$ cat config.mk
export PLATFORM = sky130hd
export DESIGN_NAME = systolic_skew_buffer
export DESIGN_NICKNAME = d
export VERILOG_FILES = /design/src/rtl/systolic_skew_buffer.sv
export SDC_FILE = /design/constraint.sdc
export NUM_CORES = 1
export LEC_CHECK = 0
export CAP_MARGIN = 15
export CORE_MARGIN = 4
export CORE_UTILIZATION = 35
export CTS_BUF_LIST = sky130_fd_sc_hd__clkbuf_4 sky130_fd_sc_hd__clkbuf_8 sky130_fd_sc_hd__clkbuf_16
export CTS_CLUSTER_SIZE = 30
export DETAILED_ROUTE_END_ITERATION = 16
export PLACE_DENSITY_LB_ADDON = 0.25
export SYNTH_ARGS = -nofsm -noshare
export SYNTH_HDL_FRONTEND = slang
export SYNTH_SLANG_ARGS = --single-unit
$ cat constraint.sdc
create_clock -name clk -period 1.3 [get_ports clk]
set_input_delay 0.39 -clock clk [delete_from_list [all_inputs] [get_ports clk]]
set_output_delay 0.39 -clock clk [all_outputs]
set_load 0.02 [all_outputs]
$ cat src/rtl/systolic_skew_buffer.sv
// Staggers a multi-lane beat stream so lane k emerges BASE_DLY+k enabled cycles after acceptance,
// feeding a systolic array edge; tracks stream end and pulses done once the last beat has drained.
module systolic_skew_buffer #(
    parameter int unsigned DATA_WIDTH = 18,
    parameter int unsigned LANES      = 4,
    parameter int unsigned BASE_DLY   = 2
) (
    input  logic                        clk,
    input  logic                        reset_n,
    input  logic                        ce,
    input  logic                        in_valid,
    input  logic                        in_last,
    input  logic [LANES*DATA_WIDTH-1:0] in_data,
    output logic                        in_ready,
    output logic [LANES-1:0]            out_valid,
    output logic [LANES*DATA_WIDTH-1:0] out_data,
    output logic                        out_last,
    output logic                        done
);

    localparam int unsigned LAST_DEPTH = BASE_DLY + LANES - 1;
    localparam int unsigned CNT_W      = $clog2(BASE_DLY + LANES) + 1;
    localparam logic [CNT_W-1:0] DRAIN_LOAD = CNT_W'(LAST_DEPTH);

    typedef enum logic [1:0] {
        ST_IDLE,
        ST_STREAM,
        ST_DRAIN,
        ST_DONE
    } state_t;

    state_t           state_q, state_d;
    logic [CNT_W-1:0] cnt_q, cnt_d;
    logic             accept;

    logic [LANES*DATA_WIDTH-1:0] in_q_data;
    logic                        in_q_valid;
    logic                        in_q_last;

    assign in_ready = ce & ((state_q == ST_IDLE) | (state_q == ST_STREAM));
    assign accept   = in_valid & in_ready;
    assign done     = (state_q == ST_DONE);

    // Shared entry stage: non-accepted edges inject a zero bubble, so every
    // downstream register already holds zero data whenever its valid is low.
    always_ff @(posedge clk or negedge reset_n) begin
        if (!reset_n) begin
            in_q_data  <= '0;
            in_q_valid <= 1'b0;
            in_q_last  <= 1'b0;
        end else if (ce) begin
            in_q_data  <= accept ? in_data : '0;
            in_q_valid <= accept;
            in_q_last  <= accept & in_last;
        end
    end

    for (genvar k = 0; k < LANES; k++) begin : g_lane
        localparam int unsigned DEPTH = BASE_DLY + k;

        logic [DATA_WIDTH-1:0] dq [DEPTH];
        logic                  vq [DEPTH];

        always_ff @(posedge clk or negedge reset_n) begin
            if (!reset_n) begin
                for (int unsigned i = 0; i < DEPTH; i++) begin
                    dq[i] <= '0;
                    vq[i] <= 1'b0;
                end
            end else if (ce) begin
                dq[0] <= in_q_data[k*DATA_WIDTH +: DATA_WIDTH];
                vq[0] <= in_q_valid;
                for (int unsigned i = 1; i < DEPTH; i++) begin
                    dq[i] <= dq[i-1];
                    vq[i] <= vq[i-1];
                end
            end
        end

        assign out_data[k*DATA_WIDTH +: DATA_WIDTH] = dq[DEPTH-1];
        assign out_valid[k]                          = vq[DEPTH-1];
    end

    logic lq [LAST_DEPTH];

    always_ff @(posedge clk or negedge reset_n) begin
        if (!reset_n) begin
            for (int unsigned i = 0; i < LAST_DEPTH; i++) begin
                lq[i] <= 1'b0;
            end
        end else if (ce) begin
            lq[0] <= in_q_last;
            for (int unsigned i = 1; i < LAST_DEPTH; i++) begin
                lq[i] <= lq[i-1];
            end
        end
    end

    assign out_last = lq[LAST_DEPTH-1];

    always_ff @(posedge clk or negedge reset_n) begin
        if (!reset_n) begin
            state_q <= ST_IDLE;
            cnt_q   <= '0;
        end else if (ce) begin
            state_q <= state_d;
            cnt_q   <= cnt_d;
        end
    end

    // Drain counter is sized so DONE lands on the same edge that the last
    // beat's final lane (and out_last) reaches the outputs.
    always_comb begin
        state_d = state_q;
        cnt_d   = cnt_q;
        case (state_q)
            ST_IDLE, ST_STREAM: begin
                if (accept) begin
                    if (in_last) begin
                        state_d = ST_DRAIN;
                        cnt_d   = DRAIN_LOAD;
                    end else begin
                        state_d = ST_STREAM;
                    end
                end
            end
            ST_DRAIN: begin
                cnt_d = cnt_q - 1'b1;
                if (cnt_q == CNT_W'(1)) begin
                    state_d = ST_DONE;
                end
            end
            ST_DONE: begin
                state_d = ST_IDLE;
            end
            default: begin
                state_d = ST_IDLE;
            end
        endcase
    end

endmodule
==> summary.txt, run 1 <==
Floorplanning
  • # rows: 71
  • Die width: 204 um
  • Core Area: 0.0377 mm2
  • Initial core utilization: 35.5%
  • Io pins: 156
  • Die height: 204 um
  • Die Area: 0.0414 mm2

Critical path
  • R2r worst-path depth: 5
  • WP data required: 910 ps
  • Slowest stage cell, crit path: dfrtp_2
  • Worst setup SP type: register
  • Worst path max stage delay: 430 ps
  • CP Depth: 2
  • Reg2reg setup slack: -100 ps
  • Delay-heaviest family, CP: flip-flops
  • Endpoint class of the critical path: output pin
  • Worst Path Max Fanout: 3
  • Setup crit start: state_q[1]$_DFFE_PN0P_
  • Crit path buf inv count: 1
  • End of the critical path: done
  • Reg2reg start: state_q[1]$_DFFE_PN0P_
  • Crit path kind: register to output pin
  • CP Cell Sequence: and2_4, buf_6
  • Worst EP arrival: 1200 ps
  • Reg2reg end: state_q[0]$_DFFE_PN0P_

Global routing
  • Total gr overflow: 0
  • Largest net degree at the start of global routing: 59
  • Antenna violations before repair: 0
  • Total GRT Usage: 11.9%
  • First-pass GRT wire length: 40,600 um
  • Vias in the first global route: 7,471

Final layout
  • Area grow syn2layout: 27.0%
  • Sequential standard cell area: 0.00856 mm2
  • Layout cells sized above 1: 49.4%
  • Fillcell total: 3,397
  • Multi-input gate area: 0.00383 mm2
  • Layout Nets: 1,066
  • Layout Cells excl Fill: 1,526
  • Layout Utilization: 45.1%
  • Diode count: 0

Power
  • Pwr/cell area: 1850 mW/mm2
  • Gate power share: 19.5%
  • Sw Ratio: 24.9%
  • Clock power share: 35.4%
  • Reg power frac: 45.1%
  • Peak supply drop: 0.810 mV
  • P_leak: 0.00828 uW
  • Cell Int Power: 23,600 uW
  • Switching power: 7840 uW

Routing
  • Vias per cell: 4.51
  • Routed via count: 6,877
  • Final WL: 24,900 um
  • Wire per inst: 16.3 um
  • Detailed-route DRC error count: 0
  • Post-DRT Antenna Nets: 0
  • DRT Pass-1 Iters: 4
  • 1st-iter DRT viols: 261

Synth
  • Top FF cell, synth: dfrtp_1
  • Cell area after synthesis: 0.0134 mm2
  • Syn nets: 911
  • Number of synthesized flops with an enable pin: 0
  • Synth unique cells: 30
  • Mean Syn Cell Area: 16.1 um2
  • Ys Warns: 0
  • Async S/R FF share, synth: 100%
  • Post-Syn Instances: 832
  • FF+latch count, synth: 342
  • Sequential area share after synthesis: 63.9%

Clocking
  • Clk_lat worst skew: 510 ps
  • TritonCTS Buffers: 38
  • Root Buffer: clkbuf_16
  • CTS Sinks: 342
  • Reg clk slew, reported paths: 60 ps
  • Max clock buf depth: 3
  • CTS tree: built
  • CTS H-tree lvls: 2

Place
  • Port Buffers: 155
  • Post-DP HPWL: 15,900 um
  • Routability cong.: 0.713
  • Placed Cells: 1,437

Timing
  • Final worst path period share: 122%
  • Max Transition Viols Final: 0
  • Slew margin rel.: 73.8%
  • Max Fclk: 0.629 GHz
  • Final Worst Setup Slack: -289 ps
  • Post-route minimum period: 1590 ps
  • RSZ-0062 raised after global routing: true
  • Final setup violation count: 148
  • Least-Margin Pin Slew: 393 ps
  • Setup Skew: 14.5 ps
  • Final hold violation count: 0

Worst hold path
  • Worst Hold Class: primary input to asynchronous set/reset pin

Outcome
  • Failing checks: negative setup slack
  • Outcome: finished with violations

Job
  • Max Cap Viol: 0
-- cell usage after synthesis (all sizes together), types with 2 or more instances --
cell	instances	area [um2]
a21oi	3	15.0
a22o	72	632
buf	116	987
clkbuf	4	15.0
dfrtp	342	8560
ha	2	25.0
inv	5	18.8
mux2	262	2950
nand2	7	28.8
nor2	4	31.3
o21ai	3	15.0
-- worst min path at each step --
stage | end | slack, ps | depth (start not counted)
global placement | g_lane[2].dq[18]$_DFFE_PN0P_ | 250 | 1
finish | g_lane[2].dq[18]$_DFFE_PN0P_ | 330 | 2
floorplan | cnt_q[0]$_DFFE_PN0P_ | 90 | 0
CTS | g_lane[2].dq[18]$_DFFE_PN0P_ | 330 | 2
detailed placement | g_lane[2].dq[18]$_DFFE_PN0P_ | 250 | 1
global route | g_lane[2].dq[18]$_DFFE_PN0P_ | 350 | 2
-- registers in the layout (all words and copies together) (netlist names) --
name / cells
in_q_last: 1
out_data: 72
g_lane.dq: 180
cnt_q: 4
lq: 4
g_lane.vq: 4
in_q_data: 72
out_last: 1
state_q: 2
out_valid: 1
in_q_valid: 1
-- repair_timing --
action	4_1_cts	5_1_grt
hold buffers	1	0
gates cloned	0	3
endpoints found under the setup margin	80	87
buffers inserted	13	5
pin swaps	3	27
hold endpoints to repair	59	0
gates resized for setup	473	6
-- stage by stage --
stage	instance area (um2)	power [uW]	setup TNS [ps]	setup slack, ps	hold slack [ps]
global route	17000	33100	-23760	-337	346
finish	17000	31400	-14020	-289	329
detailed placement	15300	20000	-65470	-336	251
floorplan	13400	18100	0	44.3	94.4
global placement	15300	19800	-61790	-292	252
CTS	16900	31800	-13100	-340	325
-- placed cells by master (no fill, tap or decap), types with 2 or more instances in the layout --
master	Yosys	routed
o21ai_1	1	2
ha_1	2	2
buf_6	35	78
a22o_1	71	71
buf_8	0	3
inv_1	4	4
clkbuf_4	0	10
clkinv_2	0	6
buf_4	75	53
buf_12	0	23
bufinv_16	0	3
a21oi_1	3	3
nand2_1	6	6
nor2_1	3	2
clkbuf_16	0	44
clkdlybuf4s50_1	0	74
mux2_2	262	262
dfrtp_1	342	341
clkbuf_8	0	9
-- cell type report --
| class | count | area share (%) |
|---|---|---|
| timing repair buffer | 235 | 15.3 |
| inverter | 5 | 0.118 |
| sequential | 342 | 50.3 |
| multi-input combinational | 365 | 22.6 |
| tap | 511 | 3.76 |
| clock inverter | 8 | 0.677 |
| clock buffer | 60 | 7.20 |
-- power by group through the flow --
stage / Sequential (uW) / Combinational [uW] / Clock, uW
2_1_floorplan: 13900 / 4210 / 0
3_3_place_gp: 14200 / 5610 / 0
3_5_place_dp: 14300 / 5710 / 0
4_1_cts: 14200 / 6000 / 11600
5_1_grt: 14500 / 6650 / 12000
6_report: 14200 / 6130 / 11100
-- kinds of logic after synthesis --
logic type / synth area share (%)
DFF: 63.9
muxes: 22.1
buffers and inverters: 7.63
AOI/OAI and AO/OA: 5.25
and+or+nand+nor: 0.879
adders and majority gates: 0.187
-- per-layer routing --
metal	routed length (um)	vias up	track usage [%]
met2	11100	121	18.0
met1	11900	3516	16.9
li1	-	3205	-
met5	0	-	0
met4	457	0	3.32
met3	1360	35	3.37
Note: power is estimated with default switching activity, not from simulation.
==> run 2, diff against run 1 <==
- DONT_BUFFER_PORTS: not set -> 1
==> summary.txt, run 2 (synthesized netlist as in run 1, its figures left out) <==
Global routing
  • Met1 Usage GRT: 15.9% (-0.99 points)
  • Vias in the first global route: 6,961 (-6.8%)
  • Busiest grt layer: met2
  • Largest net degree at the start of global routing: 343 (+480%)
  • Total gr overflow: 0 (unchanged)
  • First-pass GRT wire length: 39,600 um (-2.5%)
  • Antenna violations before repair: 1 (+1)
  • Met3 usage: 3.93% (+0.56 points)
  • GR Util met2: 17.4% (-0.66 points)
  • Total GRT Usage: 11.7% (-0.15 points)

Final layout
  • Area grow syn2layout: 14.4%
  • Fillcell total: 3,518 (+3.6%)
  • Layout Nets: 915 (-14%)
  • Layout cells sized above 1: 49.4% (about the same)
  • Reg with most FFs: g_lane.dq
  • Largest register FFs: 180 (unchanged)
  • Most frequent cells in the layout: 263 x dfrtp_1, 262 x mux2_2, 79 x dfrtp_2, 73 x dlygate4sd3_1, 71 x a22o_1
  • Commonest non-fill, non-tap cell in the layout: dfrtp_1

Floorplanning
  • Die width: 204 um (unchanged)
  • Die Area: 0.0414 mm2 (unchanged)
  • Io pins: 156 (unchanged)
  • Core Area: 0.0377 mm2 (unchanged)
  • # rows: 71 (unchanged)
  • Initial core utilization: 35.5% (unchanged)
  • Die height: 204 um (unchanged)

Timing
  • Setup TNS: -6260 ps (+7760 ps)
  • Max Fclk: 0.619 GHz (-1.6%)
  • RSZ-0062 raised after global routing: true
  • Least-Margin Pin Slew: 1180 ps (+787 ps)
  • Final Worst Setup Slack: -315 ps (-26.4 ps)
  • Setup Skew: 12.6 ps (-1.89 ps)
  • Final worst path period share: 124% (+2.0 points)
  • Slew margin rel.: 21.3% (-52 points)
  • Max Transition Viols Final: 0 (unchanged)
  • Final setup violation count: 79 (-47%)
  • Hold Slack: -418 ps (-747 ps)
  • Post-route minimum period: 1620 ps (+26.4 ps)
  • Final hold violation count: 342 (+342)

Critical path
  • WP data required: 910 ps (about the same)
  • Crit path buf inv count: 0 (-1)
  • Worst path max stage delay: 450 ps (+20 ps)
  • Reg2reg end: in_q_data[67]$_DFFE_PN0P_
  • Worst setup SP type: register
  • Worst Path Max Fanout: 7 (+4)
  • CP Cell Sequence: and2_2
  • Crit path kind: register to output pin
  • Reg2reg setup slack: 70 ps (+170 ps)
  • Reg2reg start: state_q[1]$_DFFE_PN0P_
  • Slowest stage cell, crit path: dfrtp_2
  • R2r worst-path depth: 4 (-1)
  • Worst EP arrival: 1230 ps (+30 ps)
  • Endpoint class of the critical path: output pin
  • CP Depth: 1 (-1)
  • Delay-heaviest family, CP: flip-flops

Place
  • Post-DP HPWL: 12,700 um (-20%)
  • Routability cong.: 0.674 (-5.5%)
  • Port Buffers: 0 (-100%)

Outcome
  • Outcome: finished with violations
  • Failing checks: negative hold slack, negative setup slack

Clocking
  • CTS tree: built
  • CTS H-tree lvls: 2 (unchanged)
  • Reg clk slew, reported paths: 60 ps (about the same)
  • Post-CTS Hold Buffers: 74 (+73)
  • CTS Sinks: 342 (unchanged)
  • Root Buffer: clkbuf_16
  • Max clock buf depth: 3 (unchanged)
  • Clk_lat worst skew: 530 ps (+20 ps)
  • TritonCTS Buffers: 38 (unchanged)

Routing
  • Routed via count: 6,416 (-6.7%)
  • 1st-iter DRT viols: 261 (unchanged)
  • Wire per inst: 17.1 um (+5.1%)
  • DRT Pass-1 Iters: 4 (unchanged)
  • Detailed-route DRC error count: 0 (unchanged)
  • Final WL: 23,600 um (-5.3%)
  • Post-DRT Antenna Nets: 0 (unchanged)
  • Vias per cell: 4.67 (+3.5%)

Power
  • P_leak: 0.00721 uW (-13%)
  • Pwr/cell area: 1900 mW/mm2 (+2.5%)
  • Peak supply drop: 0.961 mV (+19%)
  • Pwr Total: 29,000 uW (-7.6%)

Worst hold path
  • Worst Hold Class: primary input to asynchronous set/reset pin

Job
  • Max Cap Viol: 0 (unchanged)
[run 2: power breakdown]
part | switching, uW | total [uW] | internal [uW]
Sequential | 2090 | 15100 | 13000
Combinational | 907 | 2970 | 2060
Clock | 4250 | 11000 | 6740
[run 2: cell type report]
class / count / area, um2 / share of cell area, %
sequential: 342 / 8660 / 56.5
multi-input combinational: 365 / 3820 / 24.9
clock buffer: 54 / 1190 / 7.74
timing repair buffer: 84 / 872 / 5.69
tap: 511 / 639 / 4.17
clock inverter: 13 / 124 / 0.809
inverter: 5 / 20.0 / 0.131
antenna: 1 / 2.50 / 0.0163
[run 2: repair_timing]
item | CTS | global route
setup endpoints to repair | 80 | 96
hold endpoints to repair | 430 | 342
gates resized for setup | 81 | 3
pin swaps | 1 | 1
buffers inserted | 2 | 0
[run 2: per-layer routing]
metal | up-vias | routed length [um]
met5 | - | 0
met4 | 0 | 647
met3 | 41 | 1580
met2 | 128 | 10500
met1 | 3341 | 10800
li1 | 2906 | -
[run 2: metrics by stage]
| stage | utilization (%) | std cells | worst slack [ps] | hold slack, ps | area, um2 |
|---|---|---|---|---|---|
| global route | 40.7 | 1375 | -377 | -458 | 15300 |
| CTS | 40.6 | 1374 | -355 | -480 | 15300 |
| floorplan | - | 832 | 44.3 | 94.4 | 13400 |
| global placement | 34.9 | 1231 | 43.8 | 109 | 13100 |
| finish | 40.7 | 1375 | -315 | -418 | 15300 |
| detailed placement | 34.9 | 1231 | 16.1 | 114 | 13100 |
[run 2: worst max-delay path by stage]
stage / to / from / slack (ps)
after floorplan: in_ready / ce / 40
after global placement: in_ready / state_q[1]$_DFFE_PN0P_ / 40
after detailed placement: state_q[0]$_DFFE_PN0P_ / state_q[1]$_DFFE_PN0P_ / 20
after CTS: in_ready / state_q[1]$_DFFE_PN0P_ / -360
after global routing: in_ready / state_q[1]$_DFFE_PN0P_ / -380
final: done / state_q[0]$_DFFE_PN0P_ / -320
